### config.mk
export PLATFORM = sky130hd
export DESIGN_NAME = pipe_stage_elastic
export DESIGN_NICKNAME = d
export VERILOG_FILES = /design/src/rtl/pipe_pkg.sv /design/src/rtl/pipe_slot.sv /design/src/rtl/pipe_stage_elastic.sv
export SDC_FILE = /design/constraint.sdc
export NUM_CORES = 1
export LEC_CHECK = 0
export ABC_CLOCK_PERIOD_IN_PS = 5900
export BUFFER_PORTS_ARGS = -buffer_cell sky130_fd_sc_hd__clkbuf_2
export CAP_MARGIN = 0
export CORE_ASPECT_RATIO = 0.6
export CORE_MARGIN = 1.5
export CORE_UTILIZATION = 35
export DETAILED_ROUTE_END_ITERATION = 12
export HOLD_SLACK_MARGIN = 0.05
export PLACE_DENSITY = 0.73
export REMOVE_ABC_BUFFERS = 1
export SKIP_CTS_REPAIR_TIMING = 1
export SYNTH_ARGS = -nofsm -noshare
export SYNTH_HDL_FRONTEND = slang
export SYNTH_SLANG_ARGS = --single-unit
### constraint.sdc
create_clock -name clk -period 5.9 [get_ports clk]
set_clock_uncertainty 0.05 [all_clocks]
set_input_delay 1.77 -clock clk [delete_from_list [all_inputs] [get_ports clk]]
set_output_delay 1.77 -clock clk [all_outputs]
set_load 0.01 [all_outputs]
### src/rtl/pipe_pkg.sv
// Shared pipeline-boundary payload types and the skid-buffer state encoding.
package pipe_pkg;

  localparam int XLEN = 64;
  localparam int XMSB = XLEN - 1;

  typedef struct packed {
    logic [XMSB:0] pc;
    logic [4:0]    rd;
    logic [63:0]   data;
  } ma_wb_t;

  typedef struct packed {
    logic [XMSB:0] pc;
    logic [4:0]    rd;
    logic [XMSB:0] alu;
    logic [XMSB:0] store_data;
    logic [3:0]    mem_op;
  } ex_ma_t;

  localparam int MA_WB_W = $bits(ma_wb_t);
  localparam int EX_MA_W = $bits(ex_ma_t);

  typedef enum logic [1:0] {
    ST_EMPTY = 2'd0,
    ST_ONE   = 2'd1,
    ST_FULL  = 2'd2
  } skid_state_t;

endpackage

### src/rtl/pipe_slot.sv
// One payload entry with valid bit; async clear, load enable, payload zeroed when loaded invalid.
module pipe_slot #(
  parameter int DW = 8
) (
  input  logic          clk,
  input  logic          rst,
  input  logic          i_load,
  input  logic          i_valid,
  input  logic [DW-1:0] i_data,
  output logic          o_valid,
  output logic [DW-1:0] o_data
);

  logic          r_valid;
  logic [DW-1:0] r_data;

  always_ff @(posedge clk or posedge rst) begin
    if (rst) begin
      r_valid <= 1'b0;
      r_data  <= '0;
    end else if (i_load) begin
      r_valid <= i_valid;
      r_data  <= i_valid ? i_data : '0;
    end
  end

  assign o_valid = r_valid;
  assign o_data  = r_data;

endmodule

### src/rtl/pipe_stage_elastic.sv
// Elastic valid/ready pipeline stage: single register (DEPTH=1) or 2-entry skid buffer (DEPTH=2).
// Skid FSM states: ST_EMPTY = no entries | ST_ONE = head only | ST_FULL = head + skid (in_ready low).
module pipe_stage_elastic
  import pipe_pkg::*;
#(
  parameter int DW    = MA_WB_W,
  parameter int DEPTH = 1,
  parameter int CW    = $clog2(DEPTH + 1)
) (
  input  logic          clk,
  input  logic          rst,
  input  logic          flush,
  input  logic          kill,
  input  logic          in_valid,
  output logic          in_ready,
  input  logic [DW-1:0] in_data,
  output logic          out_valid,
  input  logic          out_ready,
  output logic [DW-1:0] out_data,
  output logic [CW-1:0] count
);

  logic          w_accept;
  logic          w_pop;
  logic          w_store;
  logic [DW-1:0] w_head_data;

  assign w_accept = in_valid & in_ready;
  assign w_pop    = out_valid & out_ready;
  assign w_store  = w_accept & ~kill & ~flush;
  assign out_data = out_valid ? w_head_data : '0;

  if (DEPTH == 1) begin : g_reg
    logic          w_hv;
    logic [DW-1:0] w_hd;

    assign in_ready = ~w_hv | out_ready;

    pipe_slot #(.DW(DW)) u_head (
      .clk     (clk),
      .rst     (rst),
      .i_load  (flush | w_pop | w_accept),
      .i_valid (w_store),
      .i_data  (in_data),
      .o_valid (w_hv),
      .o_data  (w_hd)
    );

    assign out_valid   = w_hv;
    assign w_head_data = w_hd;
    assign count       = CW'(w_hv);
  end else if (DEPTH == 2) begin : g_skid
    skid_state_t   r_state;
    skid_state_t   w_state_nxt;
    logic          r_in_ready;
    logic          w_head_load, w_head_vin, w_skid_load, w_skid_vin;
    logic [DW-1:0] w_head_din;
    logic          w_hv, w_sv;
    logic [DW-1:0] w_hd, w_sd;

    // in_ready is a flop of the next state, so it never depends on out_ready combinationally
    always_ff @(posedge clk or posedge rst) begin
      if (rst) begin
        r_state    <= ST_EMPTY;
        r_in_ready <= 1'b1;
      end else begin
        r_state    <= w_state_nxt;
        r_in_ready <= (w_state_nxt != ST_FULL);
      end
    end

    always_comb begin
      w_state_nxt = r_state;
      w_head_load = 1'b0;
      w_head_vin  = 1'b0;
      w_head_din  = in_data;
      w_skid_load = 1'b0;
      w_skid_vin  = 1'b0;
      if (flush) begin
        w_state_nxt = ST_EMPTY;
        w_head_load = 1'b1;
        w_skid_load = 1'b1;
      end else begin
        case (r_state)
          ST_EMPTY: begin
            if (w_store) begin
              w_head_load = 1'b1;
              w_head_vin  = 1'b1;
              w_state_nxt = ST_ONE;
            end
          end
          ST_ONE: begin
            if (w_store && !w_pop) begin
              w_skid_load = 1'b1;
              w_skid_vin  = 1'b1;
              w_state_nxt = ST_FULL;
            end else if (w_store && w_pop) begin
              w_head_load = 1'b1;
              w_head_vin  = 1'b1;
            end else if (w_pop) begin
              w_head_load = 1'b1;
              w_state_nxt = ST_EMPTY;
            end
          end
          ST_FULL: begin
            if (w_pop) begin
              w_head_load = 1'b1;
              w_head_vin  = 1'b1;
              w_head_din  = w_sd;
              w_skid_load = 1'b1;
              w_state_nxt = ST_ONE;
            end
          end
          default: w_state_nxt = ST_EMPTY;
        endcase
      end
    end

    pipe_slot #(.DW(DW)) u_head (
      .clk     (clk),
      .rst     (rst),
      .i_load  (w_head_load),
      .i_valid (w_head_vin),
      .i_data  (w_head_din),
      .o_valid (w_hv),
      .o_data  (w_hd)
    );

    pipe_slot #(.DW(DW)) u_skid (
      .clk     (clk),
      .rst     (rst),
      .i_load  (w_skid_load),
      .i_valid (w_skid_vin),
      .i_data  (in_data),
      .o_valid (w_sv),
      .o_data  (w_sd)
    );

    assign in_ready    = r_in_ready;
    assign out_valid   = w_hv;
    assign w_head_data = w_hd;
    assign count       = CW'(w_hv) + CW'(w_sv);
  end else begin : g_bad_depth
    $error("pipe_stage_elastic: DEPTH must be 1 or 2");
  end

endmodule
==> impl_summary.txt, run 1 <==
----------------------------------------------------
[Status]
  Result of the run ... finished, final reports clean

[Floorplan]
  Core footprint ... 15590 um^2
  Y dimension of the die ... 101.5 um
  Number of placed I/O pins ... 275
  Std cell rows ... 35
  Starting density of the core ... 0.3632
  Die X-Extent ... 167.2 um
  Area of the die ... 16980 um^2

[Synthesis]
  Number of different library cells in the post-synthesis netlist ... 14
  Area share of the largest cell type after synthesis ... 0.5921
  Yosys warnings ... 0
  Main synth FF type ... sky130_fd_sc_hd__dfrtp_1
  Number of storage elements in the synthesis netlist ... 134
  Dominant cells by area after synthesis ... sky130_fd_sc_hd__dfrtp_1 (59%), sky130_fd_sc_hd__a22o_1 (21%), sky130_fd_sc_hd__and2_1 (15%), sky130_fd_sc_hd__buf_6 (1.4%), sky130_fd_sc_hd__clkbuf_1 (1.3%)
  Post-Syn Area per Cell ... 12.56 um^2
  Commonest cells in the netlist ... sky130_fd_sc_hd__dfrtp_1 (134), sky130_fd_sc_hd__a22o_1 (133), sky130_fd_sc_hd__and2_1 (133)
  Cells after synthesis ... 451
  Count leader, synth ... sky130_fd_sc_hd__dfrtp_1
  Sequential cell area fraction in the yosys report ... 0.5921
  Number of enable-type register cells in the synthesized netlist ... 0
  Netlist Area Pre-Place ... 5663 um^2
  FFs w/ async S/R, synth ... 1.000
  Library cell with the largest summed area after synthesis ... sky130_fd_sc_hd__dfrtp_1

[Worst setup path]
  Req. time, crit path ... 4.08 ns
  Arrival time at the worst endpoint ... 2.28 ns
  Crit path capture type ... output pin
  Crit-path max FO ... 4
  Element type at the critical path start ... input port
  Category of the critical setup timing path ... input port to output pin

[Detailed routing]
  Post-Route WL ... 14420 um
  Count of unresolved DRC violations after routing ... 0
  1st-iter DRT viols ... 253
  Antenna viol nets, final ... 0
  Total iterations of the first detailed-routing run ... 4
  Routed vias ... 4395
  Routed length per placed instance ... 15.64 um
  Detailed-route vias per instance ... 4.767

[Pwr]
  Sw Share ... 0.2507
  Power dissipated by switching net loads ... 530.5 uW
  Power density relative to cell area ... 276.7 nW/um^2
  Internal cell power ... 1.585 mW
  Logic gate share of total power ... 0.073
  Peak supply drop ... 0.1497 mV
  Clk network pwr share ... 0.463
  Sequential cell fraction of total power ... 0.464
  Leakage power total ... 4.202 nW
  Total design power ... 2.116 mW

[Timing]
  Fmax ... 0.2440 GHz
  Fin. Hold Viols ... 0
  Ratio of final minimum period to clock period ... 0.6948
  Minimum period implied by the final worst setup slack ... 4.099 ns
  Final worst setup slack ... 1.801 ns
  Pins over their slew limit ... 0
  Transition at the pin with the smallest max-transition slack ... 1.109 ns
  Total of endpoints with negative setup slack in the final report ... 0
  Worst slew slack as a fraction of its limit ... 0.2608
  Setup repair after global routing missed its margin ... no

[Global routing]
  Initial antenna violation count ... 0
  Remaining global-route overflow ... 0
  Pin count of the biggest net entering global routing ... 138
  Tot GR Track Use ... 0.1686
  Via count of the first global-routing pass ... 4215
  First-pass GRT wire length ... 22480 um

[CTS]
  Worst-Skew Late Latency ... 0.40 ns
  Count of H-tree levels built during CTS ... 4
  Root buffer selected by CTS ... sky130_fd_sc_hd__clkbuf_16
  Maximum buffer depth of the clock tree ... 2
  Clock transition at path regs ... 0.06 ns
  Number of buffers added by the clock tree synthesis step ... 17
  Clock tree from TritonCTS ... done
  Number of sinks on the clock net ... 134

[Finish]
  Area delta synth->final ... 35.04%
  Filler cell count in the final layout ... 1435
  Number of antenna diodes ... 0
  Fraction of final layout cells with drive strength greater than 1 ... 0.4409
  Final standard cell utilization of the core ... 0.4905
  Post-Layout Cell Count ... 922
  Fin nets ... 845

[Job]
  Max-cap violation count ... 0

[Placement]
  Placed instance count ... 890
  Final weighted congestion of routability-driven global placement ... 0.7232
  HPWL Detailed ... 9545 um
  Minimum setup slack after placement ... 1.794 ns
  Number of buffer cells added on primary ports ... 274

[Hold path]
  Worst Hold Class ... flip-flop to flip-flop

----------------------------------------------------
## critical path, stage by stage
cell and delay (ns):
sky130_fd_sc_hd__clkbuf_2 0.08, sky130_fd_sc_hd__nand2b_2 0.22, sky130_fd_sc_hd__clkbuf_2 0.21
## flip-flops by register name, indices dropped and copies added (netlist names)
| signal | cells |
|---|---|
| g_reg.u_head.o_valid | 1 |
| g_reg.u_head.o_data | 133 |
## area by class of cell
type,instances,area [um^2],share of cell area
Timing Repair Buffer,280,1416,0.1852
Clock buffer,18,439.2,0.05743
Clock inverter,14,113.9,0.01489
Sequential cell,134,3357,0.4390
Multi-Input combinational cell,272,2058,0.2691
Inverter,1,8.758,0.001145
Tap cell,203,254.0,0.03321
## metal layers
| metal | wire, um | global-route usage | vias to the layer above |
|---|---|---|---|
| met2 | 6354 | 0.2572 | 174 |
| met5 | 0 | 0 | - |
| met4 | 105 | 0.04435 | 0 |
| met1 | 6714 | 0.2267 | 2095 |
| met3 | 1247 | 0.06448 | 9 |
| li1 | - | - | 2117 |
## path summary, 6_finish.rpt
kind	start	endpoint	slack, ns	cells past startpoint
setup / recovery	out_ready	in_ready	1.80	3
hold / removal	g_reg.u_head.o_data[43]	g_reg.u_head.o_data[43]	0.45	1
setup reg to reg	g_reg.u_head.o_valid	g_reg.u_head.o_data[79]	3.29	4
hold reg to reg	g_reg.u_head.o_data[43]	g_reg.u_head.o_data[43]	0.45	1
max in group asynchronous	rst	g_reg.u_head.o_data[74]	3.50	3
min in group asynchronous	rst	g_reg.u_head.o_data[86]	1.42	2
## power groups by stage
stage,logic (mW),clock network (mW),registers (mW)
4_1_cts,0.158,1.01,0.982
3_5_place_dp,0.158,0,0.998
3_3_place_gp,0.155,0,0.997
6_report,0.154,0.980,0.982
2_1_floorplan,0.0807,0,0.988
5_1_grt,0.172,1.06,0.987
## metrics by stage
stage               area (um^2)  hold slack [ns]  TNS, ns
finish                     7647           0.4465        0
global route               7647           0.4553        0
CTS                        7647           0.4497        0
detailed placement         7094           0.4325        0
global placement           7094           0.4298        0
floorplan                  5401           0.4145   -52.82
## cells in the final DEF, fill, tap and decap left out
| cell type | count |
|---|---|
| sky130_fd_sc_hd__dfrtp_4 | 1 |
| sky130_fd_sc_hd__nor3b_4 | 1 |
| sky130_fd_sc_hd__dfrtp_1 | 133 |
| sky130_fd_sc_hd__buf_4 | 6 |
| sky130_fd_sc_hd__and2_1 | 133 |
| sky130_fd_sc_hd__a22o_1 | 133 |
| sky130_fd_sc_hd__clkbuf_8 | 1 |
| sky130_fd_sc_hd__clkbuf_2 | 274 |
| sky130_fd_sc_hd__inv_6 | 8 |
| sky130_fd_sc_hd__clkinvlp_4 | 1 |
| sky130_fd_sc_hd__clkbuf_16 | 17 |
| sky130_fd_sc_hd__clkinv_4 | 4 |
| sky130_fd_sc_hd__clkinv_2 | 2 |
| sky130_fd_sc_hd__nand2b_2 | 1 |
| sky130_fd_sc_hd__a21oi_4 | 1 |
| sky130_fd_sc_hd__or2_1 | 1 |
| sky130_fd_sc_hd__nand2b_1 | 1 |
| sky130_fd_sc_hd__a21oi_1 | 1 |
## logic make-up (layout without fill, tap and decap cells)
kind of cell / after synthesis / after routing / synth area share
buf+inv: 45 / 313 / 0.04684
flops: 134 / 134 / 0.5921
simple gates: 137 / 137 / 0.1529
compound gates: 135 / 135 / 0.2081
(Power assumes the default switching activity.)
==> run 2: changes to the inputs <==
Settings changed: ABC_CLOCK_PERIOD_IN_PS 5900 to 3600, PLACE_DENSITY 0.73 to 0.76.
Clock period 5.9 ns to 3.6 ns, I/O delays scaled along.
==> impl_summary.txt, run 2 (synthesis results as in run 1) <==
----------------------------------------------------
[Detailed routing]
  Routed length per placed instance ... 15.87 um
  Post-Route WL ... 14620 um
  Antenna viol nets, final ... 0
  Routed vias ... 4461
  Count of unresolved DRC violations after routing ... 0
  1st-iter DRT viols ... 205
  Total iterations of the first detailed-routing run ... 5
  Detailed-route vias per instance ... 4.844

[CTS]
  Count of H-tree levels built during CTS ... 4
  Clock tree from TritonCTS ... done
  Worst-Skew Late Latency ... 0.40 ns
  Number of buffers added by the clock tree synthesis step ... 17
  Maximum buffer depth of the clock tree ... 2
  Number of sinks on the clock net ... 134
  Root buffer selected by CTS ... sky130_fd_sc_hd__clkbuf_16
  Clock transition at path regs ... 0.06 ns

[Floorplan]
  Starting density of the core ... 0.3632
  Area of the die ... 16980 um^2
  Die X-Extent ... 167.2 um
  Number of placed I/O pins ... 275
  Std cell rows ... 35
  Core footprint ... 15590 um^2
  Y dimension of the die ... 101.5 um

[Placement]
  HPWL Detailed ... 9443 um
  Number of buffer cells added on primary ports ... 274
  Final weighted congestion of routability-driven global placement ... 0.7308
  Area after detailed placement ... 7124 um^2

[Hold path]
  Worst hold path depth ... 1
  Worst Hold Class ... flip-flop to flip-flop

[Finish]
  Fin nets ... 844
  Number of antenna diodes ... 0
  Number of flip-flops in the largest register ... 133
  Area delta synth->final ... 36.63%
  Post-layout instance area ... 7737 um^2
  Filler cell count in the final layout ... 1432
  Fraction of final layout cells with drive strength greater than 1 ... 0.4387
  Leading cell type in the layout, fill and taps excluded ... sky130_fd_sc_hd__clkbuf_2
  Commonest cells after routing, fill and taps aside ... sky130_fd_sc_hd__clkbuf_2 (274), sky130_fd_sc_hd__a22o_1 (133), sky130_fd_sc_hd__and2_1 (133), sky130_fd_sc_hd__dfrtp_1 (133), sky130_fd_sc_hd__clkbuf_16 (17)

[Worst setup path]
  Timing startpoint of the critical path ... g_reg.u_head.o_valid
  Arrival time at the worst endpoint ... 2.00 ns
  Critical register-to-register path endpoint ... g_reg.u_head.o_data[122]
  Crit-path max FO ... 137
  Count of cells along the worst register-to-register path ... 4
  Worst Setup EP ... out_data[117]
  Crit path largest cell delay ... 1.08 ns
  Flop2flop setup slack ... 1.17 ns
  Category of the critical setup timing path ... flip-flop to output pin
  Crit path capture type ... output pin
  Req. time, crit path ... 2.47 ns
  Element type at the critical path start ... flip-flop
  List of cells traversed by the critical path ... and2_1 > clkbuf_2
  Worst reg2reg startpoint ... g_reg.u_head.o_valid
  Slowest cell on the critical path ... sky130_fd_sc_hd__dfrtp_4

[Timing]
  Minimum period implied by the final worst setup slack ... 3.133 ns
  Pins over their slew limit ... 0
  Fin. Hold Viols ... 0
  Smallest hold slack ... 0.4420 ns
  Accumulated negative setup slack ... 0 ns
  Worst slew slack as a fraction of its limit ... 0.2960
  Transition at the pin with the smallest max-transition slack ... 1.056 ns
  Total of endpoints with negative setup slack in the final report ... 0
  Fmax ... 0.3192 GHz
  Ratio of final minimum period to clock period ... 0.8703
  Setup repair after global routing missed its margin ... no

[Pwr]
  Power density relative to cell area ... 473.6 nW/um^2
  Leakage power total ... 4.225 nW
  Total design power ... 3.664 mW
  Peak supply drop ... 0.2399 mV

[Global routing]
  Pin count of the biggest net entering global routing ... 138
  Tot GR Track Use ... 0.1725
  Via count of the first global-routing pass ... 4341
  Remaining global-route overflow ... 0
  First-pass GRT wire length ... 23060 um
  Initial antenna violation count ... 0

[Status]
  Result of the run ... finished, final reports clean

[Job]
  Max-cap violation count ... 0

----------------------------------------------------
[run 2: metal layers]
| layer | vias to the layer above | GRT usage | routed length (um) |
|---|---|---|---|
| li1 | 2112 | - | - |
| met1 | 2171 | 0.2254 | 6629 |
| met2 | 168 | 0.2716 | 6653 |
| met3 | 10 | 0.06526 | 1202 |
| met4 | 0 | 0.04643 | 133 |
| met5 | - | 0 | 0 |
[run 2: critical path: cells and delay by family, from the launching register on]
family / cells / cell delay, ns
flops: 1 / 1.08
simple gates: 1 / 0.27
buf+inv: 1 / 0.14
[run 2: power breakdown]
| part | internal [mW] | switching [mW] |
|---|---|---|
| combinational | 0.122 | 0.136 |
| clock | 1.12 | 0.677 |
| sequential | 1.56 | 0.0468 |
| total | 2.80 | 0.860 |
[run 2: area by class of cell]
class	count	area [um^2]	area share
inverters	1	8.758	0.001132
clock inverters	13	170.2	0.02199
multi-input cells	272	2058	0.2660
clock buffers	19	442.9	0.05724
well taps	203	254.0	0.03283
repair buffers	279	1446	0.1869
flip-flops and latches	134	3357	0.4339
[run 2: how the worst min path moves through the flow]
stage / from / to / slack [ns]
3_5_place_dp: g_reg.u_head.o_data[114] / g_reg.u_head.o_data[114] / 0.43
6_report: g_reg.u_head.o_data[91] / g_reg.u_head.o_data[91] / 0.44
4_1_cts: g_reg.u_head.o_data[49] / g_reg.u_head.o_data[49] / 0.45
5_1_grt: g_reg.u_head.o_data[49] / g_reg.u_head.o_data[49] / 0.45
3_3_place_gp: g_reg.u_head.o_data[86] / g_reg.u_head.o_data[86] / 0.43
2_1_floorplan: g_reg.u_head.o_data[100] / g_reg.u_head.o_data[100] / 0.41
[run 2: metrics by stage]
step	std cells	utilization	setup WS, ns
5_1_grt	921	0.4963	0.3537
4_1_cts	921	0.4963	0.4514
2_1_floorplan	407	-	-2.314
6_report	921	0.4963	0.4667
3_5_place_dp	889	0.4570	0.8945
3_3_place_gp	889	0.4570	0.9091
==> run 3: changes to the inputs <==
Settings changed: PLACE_DENSITY 0.76 to 0.66.
==> impl_summary.txt, run 3 (synthesis results as in run 1) <==
----------------------------------------------------
[Detailed routing]
  Count of unresolved DRC violations after routing ... 0
  Routed length per placed instance ... 16.03 um
  Routed vias ... 4478
  Post-Route WL ... 14760 um
  Detailed-route vias per instance ... 4.862
  Total iterations of the first detailed-routing run ... 4
  1st-iter DRT viols ... 224
  Antenna viol nets, final ... 0

[Timing]
  Fin. Hold Viols ... 0
  Transition at the pin with the smallest max-transition slack ... 1.094 ns
  Minimum period implied by the final worst setup slack ... 3.160 ns
  Setup repair after global routing missed its margin ... no
  Worst slew slack as a fraction of its limit ... 0.2708
  Ratio of final minimum period to clock period ... 0.8778
  Fmax ... 0.3165 GHz
  Pins over their slew limit ... 0
  Total of endpoints with negative setup slack in the final report ... 0

[Finish]
  Leading cell type in the layout, fill and taps excluded ... sky130_fd_sc_hd__clkbuf_2
  Filler cell count in the final layout ... 1405
  Area delta synth->final ... 37.21%
  Fraction of final layout cells with drive strength greater than 1 ... 0.4373
  Final standard cell utilization of the core ... 0.4984
  Commonest cells after routing, fill and taps aside ... sky130_fd_sc_hd__clkbuf_2 (274), sky130_fd_sc_hd__a22o_1 (133), sky130_fd_sc_hd__and2_1 (133), sky130_fd_sc_hd__dfrtp_1 (133), sky130_fd_sc_hd__clkbuf_16 (17)
  Number of flip-flops in the largest register ... 133
  Fin nets ... 845
  Post-layout instance area ... 7770 um^2
  Number of antenna diodes ... 0

[CTS]
  Worst-Skew Late Latency ... 0.40 ns
  Maximum buffer depth of the clock tree ... 2
  Clock transition at path regs ... 0.06 ns
  Number of sinks on the clock net ... 134
  Clock tree from TritonCTS ... done
  Root buffer selected by CTS ... sky130_fd_sc_hd__clkbuf_16
  Count of H-tree levels built during CTS ... 4
  Number of buffers added by the clock tree synthesis step ... 17

[Worst setup path]
  Crit-path max FO ... 137
  Req. time, crit path ... 2.47 ns
  Element type at the critical path start ... flip-flop
  Crit path capture type ... output pin
  Category of the critical setup timing path ... flip-flop to output pin
  Arrival time at the worst endpoint ... 2.03 ns

[Floorplan]
  Area of the die ... 16980 um^2
  Number of placed I/O pins ... 275
  Starting density of the core ... 0.3632
  Core footprint ... 15590 um^2
  Die X-Extent ... 167.2 um
  Y dimension of the die ... 101.5 um
  Std cell rows ... 35

[Job]
  Max-cap violation count ... 0

[Hold path]
  Worst Hold Class ... flip-flop to flip-flop

[Placement]
  Area after detailed placement ... 7132 um^2
  Number of buffer cells added on primary ports ... 274
  HPWL Detailed ... 9891 um
  Final weighted congestion of routability-driven global placement ... 0.7659

[Global routing]
  Via count of the first global-routing pass ... 4509
  Remaining global-route overflow ... 0
  Pin count of the biggest net entering global routing ... 138
  Initial antenna violation count ... 0
  Tot GR Track Use ... 0.1721
  First-pass GRT wire length ... 23320 um

[Pwr]
  Power density relative to cell area ... 481.7 nW/um^2
  Leakage power total ... 4.243 nW
  Peak supply drop ... 0.2699 mV

[Status]
  Result of the run ... finished, final reports clean

----------------------------------------------------
run 3: final timing paths:
kind	from	cells past startpoint	endpoint	slack, ns
worst min-delay path	g_reg.u_head.o_data[59]	1	g_reg.u_head.o_data[59]	0.44
worst max-delay path	g_reg.u_head.o_valid	2	out_data[3]	0.44
max in group asynchronous	rst	3	g_reg.u_head.o_data[44]	2.04
worst min register to register	g_reg.u_head.o_data[59]	1	g_reg.u_head.o_data[59]	0.44
worst max register to register	g_reg.u_head.o_valid	4	g_reg.u_head.o_data[74]	1.07
min in group asynchronous	rst	2	g_reg.u_head.o_data[111]	0.66
run 3: metrics by stage:
stage | setup WS [ns] | hold WS (ns) | power, mW | setup TNS, ns | std cells
after floorplan | -2.314 | 0.4145 | 1.751 | -456.93 | 407
after global placement | 0.9037 | 0.4289 | 1.890 | 0 | 890
after detailed placement | 0.8993 | 0.4329 | 1.900 | 0 | 890
after CTS | 0.4566 | 0.4494 | 3.802 | 0 | 921
after global routing | 0.3259 | 0.4585 | 3.899 | 0 | 921
final | 0.4400 | 0.4423 | 3.743 | 0 | 921
run 3: layout make-up:
class / instances / area, um^2 / share of cell area
Clock buffer: 19 / 432.9 / 0.05572
Clock inverter: 12 / 205.2 / 0.02641
Inverter: 1 / 8.758 / 0.001127
Multi-Input combinational cell: 272 / 2058 / 0.2649
Sequential cell: 134 / 3357 / 0.4320
Tap cell: 203 / 254.0 / 0.03269
Timing Repair Buffer: 280 / 1454 / 0.1871
run 3: layer usage:
layer	track usage	part of all wire	routed length (um)
met5	0	0	0
met4	0.03534	0.0050	74
met3	0.05979	0.077	1138
met2	0.2671	0.44	6548
met1	0.2351	0.47	6997
run 3: power breakdown:
part           switching [mW]  internal, mW
sequential             0.0462          1.56
clock                   0.644          1.23
combinational           0.138         0.122
run 3: worst max-delay path, cell delays in order (launching register included):
cell and delay (ns):
sky130_fd_sc_hd__dfrtp_4 1.07, sky130_fd_sc_hd__and2_1 0.27, sky130_fd_sc_hd__clkbuf_2 0.14
